File: src/rtl/adv_vid_pkg.sv
// rtl/adv_vid_pkg.sv - timing presets and width helpers for the ADV75xx pixel formatter
package adv_vid_pkg;

  // 1280x720 at 60 Hz as wired on the reference carrier
  localparam int T720_H_TO_DE  = 25;
  localparam int T720_H_ACT    = 1280;
  localparam int T720_H_TOTAL  = 1360;
  localparam int T720_V_TO_DE  = 9;
  localparam int T720_V_ACT    = 720;
  localparam int T720_V_TOTAL  = 806;

  // 1920x1080 at 30 Hz
  localparam int T1080_H_TO_DE = 192;
  localparam int T1080_H_ACT   = 1920;
  localparam int T1080_H_TOTAL = 2200;
  localparam int T1080_V_TO_DE = 41;
  localparam int T1080_V_ACT   = 1080;
  localparam int T1080_V_TOTAL = 1125;

  function automatic int ph_of(input int data_w, input int bus_w);
    return data_w / bus_w;
  endfunction

  function automatic int cnt_w(input int n);
    return (n > 1) ? $clog2(n) : 1;
  endfunction

endpackage

File: src/rtl/adv_timing_ctr.sv
// rtl/adv_timing_ctr.sv - per-pixel H/V counters, sync edge detect and DE window
module adv_timing_ctr
  import adv_vid_pkg::*;
#(
  parameter int H_TO_DE = T720_H_TO_DE,
  parameter int H_ACT   = T720_H_ACT,
  parameter int H_TOTAL = T720_H_TOTAL,
  parameter int V_TO_DE = T720_V_TO_DE,
  parameter int V_ACT   = T720_V_ACT,
  parameter int V_TOTAL = T720_V_TOTAL
) (
  input  logic                        clk,
  input  logic                        reset,
  input  logic                        ce,
  input  logic                        hs_act,
  input  logic                        vs_act,
  output logic                        de_win,
  output logic                        fs_edge,
  output logic [cnt_w(V_TOTAL)-1:0]   v_count
);

  localparam int HW = cnt_w(H_TOTAL);
  localparam int VW = cnt_w(V_TOTAL);

  logic [HW-1:0] h, h_nxt;
  logic [VW-1:0] v_nxt;
  logic          hs_prev, vs_prev, hs_edge;

  // DE window is judged on the post-update counters of the pixel being captured
  always_comb begin
    hs_edge = hs_act && !hs_prev;
    fs_edge = vs_act && !vs_prev;
    h_nxt   = h + 1'b1;
    if (hs_edge || h == HW'(H_TOTAL - 1))
      h_nxt = '0;
    v_nxt = v_count;
    if (vs_act)
      v_nxt = '0;
    else if (hs_edge && v_count != VW'(V_TOTAL - 1))
      v_nxt = v_count + 1'b1;
    de_win = (int'(h_nxt) >= H_TO_DE) && (int'(h_nxt) < H_TO_DE + H_ACT) &&
             (int'(v_nxt) > V_TO_DE) && (int'(v_nxt) <= V_TO_DE + V_ACT);
  end

  always_ff @(posedge clk) begin
    if (reset) begin
      h       <= '0;
      v_count <= '0;
      hs_prev <= 1'b0;
      vs_prev <= 1'b0;
    end else if (ce) begin
      h       <= h_nxt;
      v_count <= v_nxt;
      hs_prev <= hs_act;
      vs_prev <= vs_act;
    end
  end

endmodule

File: src/rtl/adv_vid_fmt.sv
// rtl/adv_vid_fmt.sv - pixel capture, bus slicing and phase checking for ADV75xx transmitters
module adv_vid_fmt
  import adv_vid_pkg::*;
#(
  parameter int DATA_W  = 24,
  parameter int BUS_W   = 12,
  parameter int H_TO_DE = T720_H_TO_DE,
  parameter int H_ACT   = T720_H_ACT,
  parameter int H_TOTAL = T720_H_TOTAL,
  parameter int V_TO_DE = T720_V_TO_DE,
  parameter int V_ACT   = T720_V_ACT,
  parameter int V_TOTAL = T720_V_TOTAL,
  parameter bit DE_GEN  = 1'b1,
  parameter bit HS_POL  = 1'b1,
  parameter bit VS_POL  = 1'b1
) (
  input  logic                      clk,
  input  logic                      reset,
  input  logic                      pix_ce,
  input  logic [DATA_W-1:0]         data,
  input  logic                      hsync,
  input  logic                      vsync,
  input  logic                      de_in,
  output logic [BUS_W-1:0]          data_out,
  output logic                      de_out,
  output logic                      hsync_out,
  output logic                      vsync_out,
  output logic                      clk_pixel_out,
  output logic                      frame_start,
  output logic                      phase_err,
  output logic [cnt_w(V_TOTAL)-1:0] v_count
);

  localparam int PH   = ph_of(DATA_W, BUS_W);
  localparam int PH_W = cnt_w(PH);
  localparam logic [PH_W-1:0] PH_LAST = PH_W'(PH - 1);
  localparam logic [PH_W-1:0] CLK_HI  = PH_W'((PH + 1) / 2);

  logic [PH_W-1:0]   ph, ph_nxt;
  logic              idle;
  logic [DATA_W-1:0] shreg;
  logic              de_win, fs_edge;

  adv_timing_ctr #(
    .H_TO_DE(H_TO_DE), .H_ACT(H_ACT), .H_TOTAL(H_TOTAL),
    .V_TO_DE(V_TO_DE), .V_ACT(V_ACT), .V_TOTAL(V_TOTAL)
  ) u_ctr (
    .clk     (clk),
    .reset   (reset),
    .ce      (pix_ce),
    .hs_act  (hsync == HS_POL),
    .vs_act  (vsync == VS_POL),
    .de_win  (de_win),
    .fs_edge (fs_edge),
    .v_count (v_count)
  );

  always_comb begin
    ph_nxt = ph;
    if (pix_ce)
      ph_nxt = '0;
    else if (ph != PH_LAST)
      ph_nxt = ph + 1'b1;
  end

  // Slices are shifted out LSB first; ph parks at PH_LAST when a pixel is late
  always_ff @(posedge clk) begin
    if (reset) begin
      ph            <= PH_LAST;
      idle          <= 1'b1;
      shreg         <= '0;
      data_out      <= '0;
      de_out        <= 1'b0;
      hsync_out     <= 1'b0;
      vsync_out     <= 1'b0;
      clk_pixel_out <= 1'b0;
      frame_start   <= 1'b0;
      phase_err     <= 1'b0;
    end else begin
      frame_start   <= 1'b0;
      phase_err     <= 1'b0;
      clk_pixel_out <= (PH > 1) && (ph_nxt < CLK_HI);
      ph            <= ph_nxt;
      if (pix_ce) begin
        idle        <= 1'b0;
        data_out    <= data[BUS_W-1:0];
        shreg       <= data >> BUS_W;
        de_out      <= DE_GEN ? de_win : de_in;
        hsync_out   <= hsync;
        vsync_out   <= vsync;
        frame_start <= fs_edge;
        phase_err   <= !idle && (ph != PH_LAST);
      end else if (ph != PH_LAST) begin
        data_out <= shreg[BUS_W-1:0];
        shreg    <= shreg >> BUS_W;
      end else if (!idle) begin
        idle      <= 1'b1;
        phase_err <= 1'b1;
        de_out    <= 1'b0;
      end
    end
  end

endmodule

File: config.mk
export PLATFORM = sky130hd
export DESIGN_NAME = adv_vid_fmt
export DESIGN_NICKNAME = d
export VERILOG_FILES = /design/src/rtl/adv_vid_pkg.sv /design/src/rtl/adv_timing_ctr.sv /design/src/rtl/adv_vid_fmt.sv
export SDC_FILE = /design/constraint.sdc
export NUM_CORES = 1
export LEC_CHECK = 0
export CAP_MARGIN = 20
export CORE_ASPECT_RATIO = 1.25
export CORE_UTILIZATION = 35
export CTS_CLUSTER_SIZE = 30
export DETAILED_ROUTE_END_ITERATION = 7
export GPL_ROUTABILITY_DRIVEN = 0
export HOLD_SLACK_MARGIN = 0.1
export MAX_ROUTING_LAYER = met4
export PLACE_DENSITY_LB_ADDON = 0.15
export SYNTH_ARGS = -nofsm -noshare
export SYNTH_HDL_FRONTEND = slang
export SYNTH_SLANG_ARGS = --single-unit
export TNS_END_PERCENT = 100
File: constraint.sdc
create_clock -name clk -period 2.05 [get_ports clk]
set_clock_uncertainty 0.15 [all_clocks]
set_input_delay 0.205 -clock clk [delete_from_list [all_inputs] [get_ports clk]]
set_output_delay 0.205 -clock clk [all_outputs]
set_load 0.01 [all_outputs]
; ---- Word-level counts from Yosys, hierarchy flattened
; Index checks and enable logic that the tools add are counted.
[classes]
reduce_logical = 14
n_lt_le_gt_ge = 5
n_eq_ne = 4
bitwise_logic = 2
add_sub_neg = 3
n_mux = 17
[op_table]
columns = operator, n
row1 = 2-to-1 mux 12 bit, 4
row2 = 2-to-1 mux 10 bit, 2
row3 = adder 11 x 1 -> 11 bit (second input constant), 1
row4 = equality test 11 bit (second input constant), 1
row5 = greater-or-equal comparator 11 x 5 -> 1 bit (second input constant), 1
row6 = less-than comparator 11 bit (second input constant), 1
row7 = 2-to-1 mux 11 bit, 1
row8 = adder 10 x 1 -> 10 bit (second input constant), 1
row9 = > comparator 10 x 4 -> 1 bit (second input constant), 1
row10 = less-or-equal comparator 10 bit (second input constant), 1
row11 = 2-to-1 mux 1 bit, 10
row12 = != test 10 bit (second input constant), 1
row13 = logical AND 1 bit, 7
row14 = != test 2 bit (second input constant), 2
row15 = zero test 1 bit, 3
row16 = NOT 1 bit, 2
row17 = AND reduction 2 bit, 1
row18 = nonzero test 2 bit, 1
row19 = OR reduction 2 bit, 1
row20 = adder 1 bit (second input constant), 1
row21 = logical OR 1 bit, 1
row22 = less-than comparator 1 bit (second input constant), 1
[word_totals]
regBits = 53
out_inout_bits = 28
wordCells = 57
input_bits = 30

; ---- Logic depth before layout (Yosys ltp)
[depth]
ltp_word = 9
depth_mapped = 9
depth_no_buf = 8

; ---- Cells and area by module
; A second synthesis with hierarchy kept.
[unflattened]
cells_unflattened = 346
hier_area_um2 = 3037.9
[by_module_without_submodules]
columns = module, n_inst, area_per_inst_um2, cells_per_inst, seq_area_each_um2
row1 = adv_timing_ctr, 1, 1720.4, 216, 460.4
row2 = adv_vid_fmt, 1, 1317.5, 130, 640.6

; ---- Least setup slack after synthesis
; Ideal clock, no wire load.
[synth_timing]
path_type = flip-flop to flip-flop
start = reg u_ctr.h[0]
end = reg de_out
t_arrival_ns = 1.846
required_time_ns = 1.814
stages_incl_launch_ff = 9
slack_ns = -0.032
period_less_slack_ns = 2.082
n_path_buf = 1
setup_time_ns = 0.086
path_cell_list = dfxtp_1 > ha_1 > buf_6 > nand3_4 > or4_4 > and2_4 > o2111ai_2 > o211ai_2 > a221oi_2
[synth_via]
elab_chain_len = 8
elab_cells_between_ends = 10
classes_between = add/sub: 1 / order compare: 2 / eq/ne: 1 / mux: 2 / reduce/logical: 4
[synth_lines]
columns = item, line
row1 = "start, declared", adv_timing_ctr.sv:25  ; logic [HW-1:0] h, h_nxt;
row2 = "start signal, assigned", adv_timing_ctr.sv:52  ; h <= h_nxt;
row3 = branches (longest 2 deep; another with adder 11 x 1 -> 11 bit), -
row4 = 2-to-1 mux 11 bit (*), adv_timing_ctr.sv:34  ; if (hs_edge || h == HW'(H_TOTAL - 1))
row5 = greater-or-equal comparator 11 x 5 -> 1 bit or less-than comparator 11 bit (tied branches), adv_timing_ctr.sv:41  ; de_win = (int'(h_nxt) >= H_TO_DE) && (int'(h_nxt) < H_TO_DE + H_ACT) &&
row6 = logical AND 1 bit (*) (2 in a row), adv_timing_ctr.sv:41
row7 = logical AND 1 bit (*), adv_timing_ctr.sv:42  ; (int'(v_nxt) > V_TO_DE) && (int'(v_nxt) <= V_TO_DE + V_ACT);
row8 = 2-to-1 mux 1 bit (*), adv_vid_fmt.sv:84  ; if (pix_ce) begin
row9 = "end signal, assigned", adv_vid_fmt.sv:88  ; de_out <= DE_GEN ? de_win : de_in;
row10 = "end, declared", adv_vid_fmt.sv:25  ; output logic de_out,
; Mark *: on every way between the ends.
; A chain may end at the register's enable or synchronous reset.

; ---- Worst setup path after layout
; Same ends and word-level chain as after synthesis.

==> results.cfg <==
[status]
outcome = complete, no violations

[min_path]
hold_start = pix_ce
hold_path_end = idle
whs_path_depth = 3
hp-class = in -> reg

[timing]
final_hold_viol_count = 0
slew_headroom_pct = 77.83
setup_viol = 0
slew_violations = 0
fin_crit_sh_pct = 97.76
fmax_mhz = 499.0
min_period_ns = 2.004
hold_ws_ns = 0.2704
rsz0062_at_grt = yes
setup_tns_ns = 0
worst_pin_slew_ns = 0.3282
setup_ws_ns = 0.04593

[die]
core_area_um2 = 7928
dieArea_um2 = 8719
pin_count = 58
start_util_pct = 36.85
die_y_um = 104.2
die_x_um = 83.72
rows = 36

[setup_path]
crit_slowest_cell = or4_4
worstSetupPathType = reg -> reg
cpPeakStageDelay_ns = 0.53
endpoint_kind = register
required_ns = 2.14
path_cells = ha_4 -> nand3_4 -> or4_4 -> and2_4 -> o2111ai_2 -> o211ai_2 -> a221oi_2
path_max_fanout = 4
arrival_ns = 2.09
r2r_setup_slack_ns = 0.05
start_kind = register
reg2regPathDepth = 7
reg2reg_from = u_ctr.h[0]
r2r-end = de_out

[synthesis]
yosysMostFrequentCell = nor2_1
yosys.area_share.simple_pct = 29.85
netlist_top_cells_area = dfxtp_1 36%, nor2_1 9.6%, a21oi_1 8.2%
synth-seq-area-share_pct = 36.32
ys_types = 52
yosysWarnings = 0
synthesis.area_um2 = 2922
synth_top_area_share_pct = 36.32
yosys.area_share.xor_xnor_pct = 3.298
synth.net_count = 412
yosys.area.top_type = dfxtp_1
synth_edf_count = 0
synthCells = 379
synth_mux_area_share_pct = 5.482
synth-seq-cells = 53
async_flop_share_pct = 0
synth_adder_area_share_pct = 1.285
synth_top_family_by_area = simple AND/OR/NAND/NOR gates
synth_commonest_cells = 75 x nor2_1, 53 x dfxtp_1, 48 x a21oi_1, 19 x clkbuf_1, 18 x o21ai_0
dominantRegCellSynth = dfxtp_1
synth_compound_gate_area_share_pct = 17.60
syn_avg_cell_area_um2 = 7.709

[layout]
regArea_um2 = 1066
areaGrowthSynthToFinish_pct = 34.22
layout-drive-gt1-share_pct = 16.52
multi_input_area_um2 = 1743
antennaDiodeCount = 0
fillers = 778
fin_area_um2 = 3921
nets = 486

[global_route]
gr-usage-all-layers_pct = 18.17
grt_overflow = 0
antenna_found_initial = 0
first_global_vias = 2698
grt_max_degree = 60
grt_pass1_wl_um = 12840

[power_and_ir_drop]
peakVddDrop_mv = 0.3878
power_per_cell_area_nw_per_um2 = 512.0
p_leak_nw = 1.542
total_power_mw = 2.008

[routing]
drc = 0
vias = 2902
drt-vias-per-instance = 5.286
drt_iter0_drc = 118
ant_nets = 0
wl_um = 7614
detail_route.wl_per_cell_um = 13.87
firstDrtPassIters = 4

[cts]
clk_pin_slew_ns = 0.10
cts_tree = yes
htreeDepth = 2
numCtsBuffers = 5
clk_latency_ns = 0.31
clockBufferDepth = 2
cts_sinks = 53
cts_root_buffer = clkbuf_8

[placement]
hpwl_um = 5350
dpl_cell_area_um2 = 3751
io_buffer_count = 56
pre_cts_ws_ns = -0.1291

[run]
max-cap-violations = 0
## layout make-up
type,count,area share (%)
multi-input cells,289,44.45
flip-flops and latches,53,27.19
repair buffers,98,22.46
well taps,95,3.031
clock buffers,5,1.755
inverters,6,0.5743
clock inverters,3,0.5424
## metrics by stage
stage | instances | util (%)
after floorplan | 379 | -
after global placement | 539 | 47.32
after detailed placement | 539 | 47.32
after CTS | 548 | 48.91
after global routing | 549 | 49.46
final | 549 | 49.46
## worst max path at each step
stage                                start  endpoint  cells past startpoint
after floorplan                 u_ctr.h[0]    de_out                      8
after global placement               hsync    de_out                      7
after detailed placement             hsync    de_out                      7
after CTS                 u_ctr.v_count[1]    de_out                      8
after global routing      u_ctr.v_count[1]    de_out                      9
final                           u_ctr.h[0]    de_out                      7
## worst max-delay path: cells and delay by family (launching register included)
kind | cells | cell delay [ns]
AND/OR/NAND/NOR | 3 | 0.79
AO/OA/AOI/OAI | 3 | 0.45
adder cells (fa/ha/maj) | 1 | 0.17
flip-flops | 1 | 0.36
## logic make-up (layout without fill, tap and decap cells)
kind of cell / Yosys count / count (layout)
buf+inv: 37 / 112
mux: 16 / 16
flops: 53 / 53
simple gates: 173 / 173
fa+ha+maj: 3 / 3
compound gates: 86 / 86
xor+xnor: 11 / 11
## sequential cells by signal, summed over array words and instances, names as in the netlist
name and count:
phase_err 1, frame_start 1, u_ctr.v_count 10, u_ctr.vs_prev 1
clk_pixel_out 1, u_ctr.h 11, shreg 12, de_out 1
data_out 12, ph 1, u_ctr.hs_prev 1, idle 1
## report_power, final
part           switching [mW]  total, mW  internal, mW
logic                   0.144      0.305         0.161
clock network           0.372      0.616         0.243
registers              0.0215       1.09          1.07
total                   0.538       2.01          1.47
## layout by cell type, fill, tap and decap left out, types with 2 or more instances in the layout
cell type / Yosys / layout
nor2b_1: 3 / 3
o31ai_2: 2 / 2
inv_1: 6 / 6
nor2_1: 75 / 74
buf_2: 6 / 2
dfxtp_1: 53 / 49
and4_1: 2 / 2
dfxtp_2: 0 / 4
clkbuf_8: 0 / 5
a31oi_1: 3 / 3
nand4b_1: 5 / 5
nand3_1: 8 / 8
xnor2_1: 10 / 9
and2_1: 2 / 2
nand4_1: 5 / 5
a21oi_1: 48 / 47
nand2_1: 17 / 17
or3_1: 2 / 2
o21ai_0: 18 / 17
mux2i_1: 16 / 16
or2_1: 2 / 2
nand2b_1: 4 / 3
a41oi_1: 2 / 2
nor3_1: 15 / 14
a22oi_1: 2 / 2
nor4_1: 5 / 5
and3_1: 17 / 17
clkdlybuf4s50_1: 0 / 54
buf_4: 1 / 40
## timing repair
| item | in CTS | in global routing |
|---|---|---|
| setup endpoints to repair | 1 | 4 |
| pin swaps | 0 | 2 |
| buffers inserted | 0 | 1 |
| hold buffers | 1 | 0 |
| gates resized for setup | 5 | 10 |
| endpoints found under the hold margin | 7 | 0 |
## per-layer routing
layer,share of wire (%),track usage [%]
met5,0,-
met4,1.4,5.206
met3,4.8,3.413
met2,49,29.62
met1,45,22.90
(Power assumes the default switching activity.)
